## config.mk

```make
export PLATFORM = sky130hd
export DESIGN_NAME = pwm_duty_sequencer_flat
export DESIGN_NICKNAME = d
export VERILOG_FILES = /design/src/rtl/pwm_duty_sequencer_if.sv /design/src/rtl/pwm_duty_sequencer.sv /design/src/flat_wrapper.sv
export SDC_FILE = /design/constraint.sdc
export NUM_CORES = 1
export LEC_CHECK = 0
export ABC_AREA = 1
export ABC_CLOCK_PERIOD_IN_PS = 6650
export CORE_ASPECT_RATIO = 1.4
export CORE_MARGIN = 5
export CORE_UTILIZATION = 60
export DETAILED_ROUTE_END_ITERATION = 8
export PLACE_DENSITY = 0.89
export SLEW_MARGIN = 20
export SYNTH_ARGS = -nofsm -noshare
export SYNTH_HDL_FRONTEND = slang
export SYNTH_SLANG_ARGS = --single-unit
```

## constraint.sdc

```tcl
create_clock -name clock -period 6.65 [get_ports clock]
set_clock_uncertainty 0.05 [all_clocks]
set_input_delay 1.33 -clock clock [delete_from_list [all_inputs] [get_ports clock]]
set_output_delay 1.33 -clock clock [all_outputs]
set_load 0.005 [all_outputs]
```

## src/rtl/pwm_duty_sequencer_if.sv

```systemverilog
// Remote duty command channel: sender holds valid and duty until ready is seen.
interface pwm_duty_sequencer_if;
  logic       remote_valid;
  logic [3:0] remote_duty;
  logic       remote_ready;

  modport master (output remote_valid, output remote_duty, input remote_ready);
  modport slave  (input remote_valid, input remote_duty, output remote_ready);
endinterface

```

## src/rtl/pwm_duty_sequencer.sv

```systemverilog
// Glitch-free LED duty sequencer: debounced local switches or remote commands pick
// the target, and duty walks toward it one step per RAMP_PERIODS PWM periods.
module pwm_duty_sequencer #(
  parameter int DEBOUNCE_CYCLES = 16,
  parameter int RAMP_PERIODS    = 4,
  parameter int HOLD_PERIODS    = 64
) (
  input  logic                clock,
  input  logic                reset,
  input  logic [3:0]          switches,
  input  logic                pwm_wrap,
  pwm_duty_sequencer_if.slave remote,
  output logic [3:0]          duty,
  output logic                duty_update,
  output logic                owner_remote
);
  localparam int DW = $clog2(DEBOUNCE_CYCLES + 1);
  localparam int RW = $clog2(RAMP_PERIODS + 1);
  localparam int HW = (HOLD_PERIODS > 0) ? $clog2(HOLD_PERIODS + 1) : 1;

  typedef enum logic [1:0] {IDLE, RAMP_UP, RAMP_DOWN} state_t;

  state_t        state;
  logic [3:0]    sync1, sync2, candidate, debounced, target;
  logic [DW-1:0] stable_cnt;
  logic [RW-1:0] ramp_cnt;
  logic [HW-1:0] hold_cnt;
  logic          accept, revert;

  assign remote.remote_ready = !reset && (state == IDLE);
  assign accept = remote.remote_valid && remote.remote_ready;
  assign revert = (HOLD_PERIODS != 0) && owner_remote && (state == IDLE) &&
                  (hold_cnt == HW'(HOLD_PERIODS));

  // Any change of the synced value restarts the stability window.
  always_ff @(posedge clock) begin
    if (reset) begin
      sync1      <= '0;
      sync2      <= '0;
      candidate  <= '0;
      stable_cnt <= '0;
      debounced  <= '0;
    end else begin
      sync1 <= switches;
      sync2 <= sync1;
      if (sync2 != candidate) begin
        candidate  <= sync2;
        stable_cnt <= '0;
      end else if (stable_cnt != DW'(DEBOUNCE_CYCLES)) begin
        stable_cnt <= stable_cnt + DW'(1);
        if (stable_cnt == DW'(DEBOUNCE_CYCLES - 1)) debounced <= candidate;
      end
    end
  end

  // Ownership and target; an accept overrides a simultaneous revert.
  always_ff @(posedge clock) begin
    if (reset) begin
      target       <= '0;
      owner_remote <= 1'b0;
      hold_cnt     <= '0;
    end else begin
      if (accept || revert || state != IDLE)
        hold_cnt <= '0;
      else if (owner_remote && pwm_wrap && hold_cnt != HW'(HOLD_PERIODS))
        hold_cnt <= hold_cnt + HW'(1);

      if (accept) begin
        target       <= remote.remote_duty;
        owner_remote <= 1'b1;
      end else if (revert) begin
        target       <= debounced;
        owner_remote <= 1'b0;
      end else if (!owner_remote) begin
        target <= debounced;
      end
    end
  end

  // Ramp FSM; direction is re-derived every cycle so a crossing retarget keeps ramp_cnt.
  always_ff @(posedge clock) begin
    if (reset) begin
      state       <= IDLE;
      ramp_cnt    <= '0;
      duty        <= '0;
      duty_update <= 1'b0;
    end else begin
      duty_update <= 1'b0;
      case (state)
        IDLE: begin
          if (target > duty) begin
            state    <= RAMP_UP;
            ramp_cnt <= '0;
          end else if (target < duty) begin
            state    <= RAMP_DOWN;
            ramp_cnt <= '0;
          end
        end
        default: begin
          if (target == duty) begin
            state <= IDLE;
          end else begin
            state <= (target > duty) ? RAMP_UP : RAMP_DOWN;
            if (pwm_wrap) begin
              if (ramp_cnt == RW'(RAMP_PERIODS - 1)) begin
                ramp_cnt    <= '0;
                duty_update <= 1'b1;
                duty        <= (target > duty) ? duty + 4'd1 : duty - 4'd1;
              end else begin
                ramp_cnt <= ramp_cnt + RW'(1);
              end
            end
          end
        end
      endcase
    end
  end
endmodule

```

## src/flat_wrapper.sv

```systemverilog
// flat-port wrapper written by rule: the top's interface ports become plain ports
module pwm_duty_sequencer_flat 
#(
  parameter int DEBOUNCE_CYCLES = 16,
  parameter int RAMP_PERIODS    = 4,
  parameter int HOLD_PERIODS    = 64
)
  (clock, reset, switches, pwm_wrap, duty, duty_update, owner_remote, remote_remote_valid, remote_remote_duty, remote_remote_ready);
  pwm_duty_sequencer_if remote_i ();
  input  logic clock;
  input  logic reset;
  input  logic [3:0] switches;
  input  logic pwm_wrap;
  output logic [3:0] duty;
  output logic duty_update;
  output logic owner_remote;
  input wire logic [$bits(remote_i.remote_valid)-1:0] remote_remote_valid;
  input wire logic [$bits(remote_i.remote_duty)-1:0] remote_remote_duty;
  output wire logic [$bits(remote_i.remote_ready)-1:0] remote_remote_ready;
  assign remote_i.remote_valid = remote_remote_valid;
  assign remote_i.remote_duty = remote_remote_duty;
  assign remote_remote_ready = remote_i.remote_ready;
  pwm_duty_sequencer #(.DEBOUNCE_CYCLES(DEBOUNCE_CYCLES), .RAMP_PERIODS(RAMP_PERIODS), .HOLD_PERIODS(HOLD_PERIODS)) u_core (.clock(clock), .reset(reset), .switches(switches), .pwm_wrap(pwm_wrap), .remote(remote_i), .duty(duty), .duty_update(duty_update), .owner_remote(owner_remote));
endmodule
```

# Word-level counts from Yosys, hierarchy flattened
# Cells that the tools add are included.
word_totals:
  regBits: 43
  inputBits: 12
  wordCells: 70
op_classes:
  eq_ne: 10
  n_reduce_logical: 19
  order_cmp: 2
  bitwise: 4
  n_mux: 18
  n_addsub: 5
op_table:
  columns: ["cell", "n"]
  rows:
  - ["$mux W3", 6]
  - ["$mux W4", 4]
  - ["$mux W2", 5]
  - ["$add A7 B1 Y7 const B", 1]
  - ["$eq A7 B7 Y1 const B", 1]
  - ["$ne A7 B7 Y1 const B", 1]
  - ["$logic_and A1 B1 Y1", 6]
  - ["$ne A3 B3 Y1 const B", 2]
  - ["$reduce_and A3 Y1", 2]
  - ["$reduce_bool A2 Y1", 3]
  - ["$add A5 B1 Y5 const B", 1]
  - ["$eq A5 B4 Y1 const B", 1]
  - ["$ne A5 B5 Y1 const B", 1]
  - ["$add A4 B1 Y4 const B", 1]
  - ["$eq A4 B4 Y1", 1]
  - ["$gt A4 B4 Y1", 1]
  - ["$lt A4 B4 Y1", 1]
  - ["$ne A4 B4 Y1", 1]
  - ["$not A1 Y1", 4]
  - ["$reduce_and A4 Y1", 1]
  - ["$reduce_or A2 Y1", 2]
  - ["$reduce_or A4 Y1", 1]
  - ["$sub A4 B1 Y4 const B", 1]
  - ["$add A3 B1 Y3 const B", 1]
  - ["other kinds (6)", 9]

# Longest topological paths before layout
depth:
  ltp_word: 6
  mapped_depth: 17

# Worst setup path after synthesis
# OpenSTA, ideal clock, no wires.
synth_timing:
  path_kind: "input to output"
  startpoint: "in reset"
  endpoint: "out remote_remote_ready"
  arrival_ns: 1.664
  t_required_ns: 5.270
  slack_ns: 3.606
  stages: 2
  cell_sequence: "buf_2 nor2_8"
synth_between:
  elab_chain_len: 2
synth_lines:
  columns: ["item", "line_no", "source"]
  rows:
  - ["start: declaration", "flat_wrapper.sv:11", "input logic reset;"]
  - ["$logic_not A1 Y1", "pwm_duty_sequencer.sv:30", "assign remote.remote_ready = !reset && (state == IDLE);"]
  - ["$logic_and A1 B1 Y1", "pwm_duty_sequencer.sv:30", null]
  - ["end: declaration", "flat_wrapper.sv:19", "output wire logic [$bits(remote_i.remote_ready)-1:0] remote_remote_ready;"]
# Every way passes these cells.

# Final worst setup path
# Same ends and word-level chain as after synthesis.

==> flow_summary.ini <==
[global_routing]
grt_pass1_wl_mm = 6.67
grt-ovfl-total = 0
grt_antenna_before_repair = 0
grt_max_degree = 20
grt_usage = 0.186
grt_pass1_vias = 1699

[final_layout]
utilization = 0.713
fin_nets = 321
n_antenna_cell = 0
area_delta_synth_final_pct = 16.3
stdcell_area_um2 = 2390
drive_gt1_frac = 0.0774

[status]
status = finished, final reports clean

[floorplan]
initial_core_util = 0.613
die_h_um = 79.2
die-width_um = 59.4
row_count = 25
coreArea_um2 = 3350
ios = 19
die_area_um2 = 4710

[synth]
postSynthCellCount = 274
synth_compound_area_frac = 0.0597
ys_seq_area_frac = 0.419
synth.mux.area_fraction = 0
synth_cell_type_count = 25
synthXorXnorAreaFrac = 0.0384
synth_top_family_by_area = simple AND/OR/NAND/NOR gates
synthesis.area_um2 = 2050
synth-seq-cells = 43
synthAdderAreaFrac = 0.0829
postSynthAreaPerCell_um2 = 7.49
syn-num-nets = 299
yosys_warnings = 0
synthSimpleGateAreaFrac = 0.313

[timing]
min_period_ps = 4380
finalMaxSlewViolations = 0
setup_tns_ps = 0
period_share = 0.659
hold_viol_final = 0
setup_violations = 0
rsz0062_at_grt = false
max_freq_mhz = 228
worst_pin_slew_ps = 781
finalHoldWorstSlack_ps = 355
relSlewSlack = 0.477

[critical_path]
endpoint_kind = output pin
regToRegSetupSlack_ps = 4160
timing.rr.end = u_core.duty[3]
startpoint_type = input port
r2r.worst_path.cells = 16
critical_path.startpoint = reset
critPathKind = input port to output pin
worstPathRequired_ps = 5270
cp-endpoint = remote_remote_ready
cp.arrival_ps = 3000
r2r-start = u_core.duty[3]
cp_max_fo = 19

[power]
internal-power_mw = 0.435
ir_drop_v = 0.000229
power_frac_comb = 0.195
switching_power_mw = 0.172
pwr-share-seq = 0.461
p_leak_nw = 1.09
power_density_nw_per_um2 = 254
switching_share = 0.283
power_frac_clock = 0.343

[detailed_routing]
drcViolationCount = 0
routed_wl_mm = 3.77
viasPerCell = 5.07
vias = 1710
dr.first_iter.drc_count = 65
ant_nets = 0
dr.pass1.iters = 5
routedWlPerCell_um = 11.2

[clock_network]
cts_buffer_depth = 2
ctsResizeCount = 0
cts_buffers = 5
insertion_delay_ps = 300
path_clk_slew_ps = 80
htree_levels = 2
cts_tree = yes
cts.sinks = 43
ctsRootBufferMaster = clkbuf_8
hold_buffers = 0
postCtsSetupRepairBufs = 0

[job]
maxCapViolCount = 0

[placement]
place.gp.congestion = 0.834
port_buffers = 18
dp_hpwl_mm = 2.83
dpl_cell_area_um2 = 2270

[worst_hold_path]
hold_path_class = flip-flop to flip-flop
[sequential cells by signal (all words and copies together), names as in the netlist]
signal and cells:
u_core.stable_cnt 5, u_core.target 4, u_core.duty 4, u_core.ramp_cnt 3, u_core.owner_remote 1, u_core.candidate 4, u_core.sync1 4, u_core.hold_cnt 7
u_core.duty_update 1, u_core.state 2, u_core.sync2 4, u_core.debounced 4
[synthesized netlist by cell type]
| library cell | n | area [um^2] |
|---|---|---|
| nand2_1 | 58 | 218 |
| nor2_1 | 47 | 176 |
| dfxtp_1 | 43 | 861 |
| inv_1 | 41 | 154 |
| a21oi_1 | 16 | 80.1 |
| ha_1 | 12 | 150 |
| nand3_1 | 12 | 60.1 |
| xor2_1 | 9 | 78.8 |
| o21ai_0 | 7 | 35.0 |
| nor3_1 | 6 | 30.0 |
| inv_2 | 3 | 11.3 |
| nand4_1 | 3 | 18.8 |
| buf_2 | 2 | 10.0 |
| nand3_2 | 2 | 20.0 |
| nor2_4 | 2 | 22.5 |
| or2_2 | 2 | 12.5 |
| a211oi_1 | 1 | 7.51 |
| clkbuf_1 | 1 | 3.75 |
| fa_1 | 1 | 20.0 |
| nand2_4 | 1 | 11.3 |
| nand3_4 | 1 | 17.5 |
| nand4_2 | 1 | 12.5 |
| nor2_8 | 1 | 20.0 |
| nor3_2 | 1 | 10.0 |
| nor3b_2 | 1 | 12.5 |
[layout make-up]
class / count / area, um^2
clock buffer: 6 / 82.6
clock inverter: 2 / 35.0
fill: 285 / 960
inverter: 44 / 165
multi-input combinational: 184 / 1010
sequential: 43 / 861
tap: 40 / 50.0
timing repair buffer: 18 / 180
[cells by family after synthesis]
logic type	count (synthesis)
compound gates	24
xor+xnor	9
fa+ha+maj	13
buf+inv	47
flops	43
simple gates	138
[critical path: stages]
cell and delay (ps):
clkdlybuf4s50_1 810, nor2_8 330, clkdlybuf4s50_1 530
[power by group through the flow]
| stage | logic (mW) | registers, mW | clock network (mW) |
|---|---|---|---|
| 2_1_floorplan | 0.0866 | 0.285 | 0 |
| 3_3_place_gp | 0.113 | 0.286 | 0 |
| 3_5_place_dp | 0.118 | 0.286 | 0 |
| 4_1_cts | 0.119 | 0.280 | 0.213 |
| 5_1_grt | 0.136 | 0.282 | 0.223 |
| 6_report | 0.118 | 0.280 | 0.209 |
[metrics by stage]
stage               setup WS, ps  cells  power, mW
floorplan                   3610    274      0.371
global placement            2280    329      0.398
detailed placement          2270    329      0.404
CTS                         2250    337      0.612
global route                2140    337      0.640
finish                      2270    337      0.607
[metal layers]
metal / global-route usage / routed length (um)
met4: 0.0771 / 31
met5: 0 / 0
met1: 0.201 / 1620
met3: 0.0553 / 122
met2: 0.326 / 1990
[worst min-delay path by stage]
stage	slack, ps	end	depth (start not counted)	start
2_1_floorplan	340	u_core.sync2[0]	2	u_core.sync1[0]
3_3_place_gp	340	u_core.sync2[1]	2	u_core.sync1[1]
3_5_place_dp	340	u_core.sync2[1]	2	u_core.sync1[1]
4_1_cts	360	u_core.sync2[1]	2	u_core.sync1[1]
5_1_grt	380	u_core.sync2[3]	2	u_core.sync1[3]
6_report	360	u_core.sync2[1]	2	u_core.sync1[1]
[cell usage in the layout (no fill, tap or decap), types with 6 or more instances in the layout]
cell type,n
nor2_1,47
ha_1,12
clkdlybuf4s50_1,18
clkbuf_8,6
xor2_1,9
inv_1,41
dfxtp_1,43
o21ai_0,7
nand3_1,12
nor3_1,6
nand2_1,58
a21oi_1,16
Note: power is estimated with default switching activity, not from simulation.
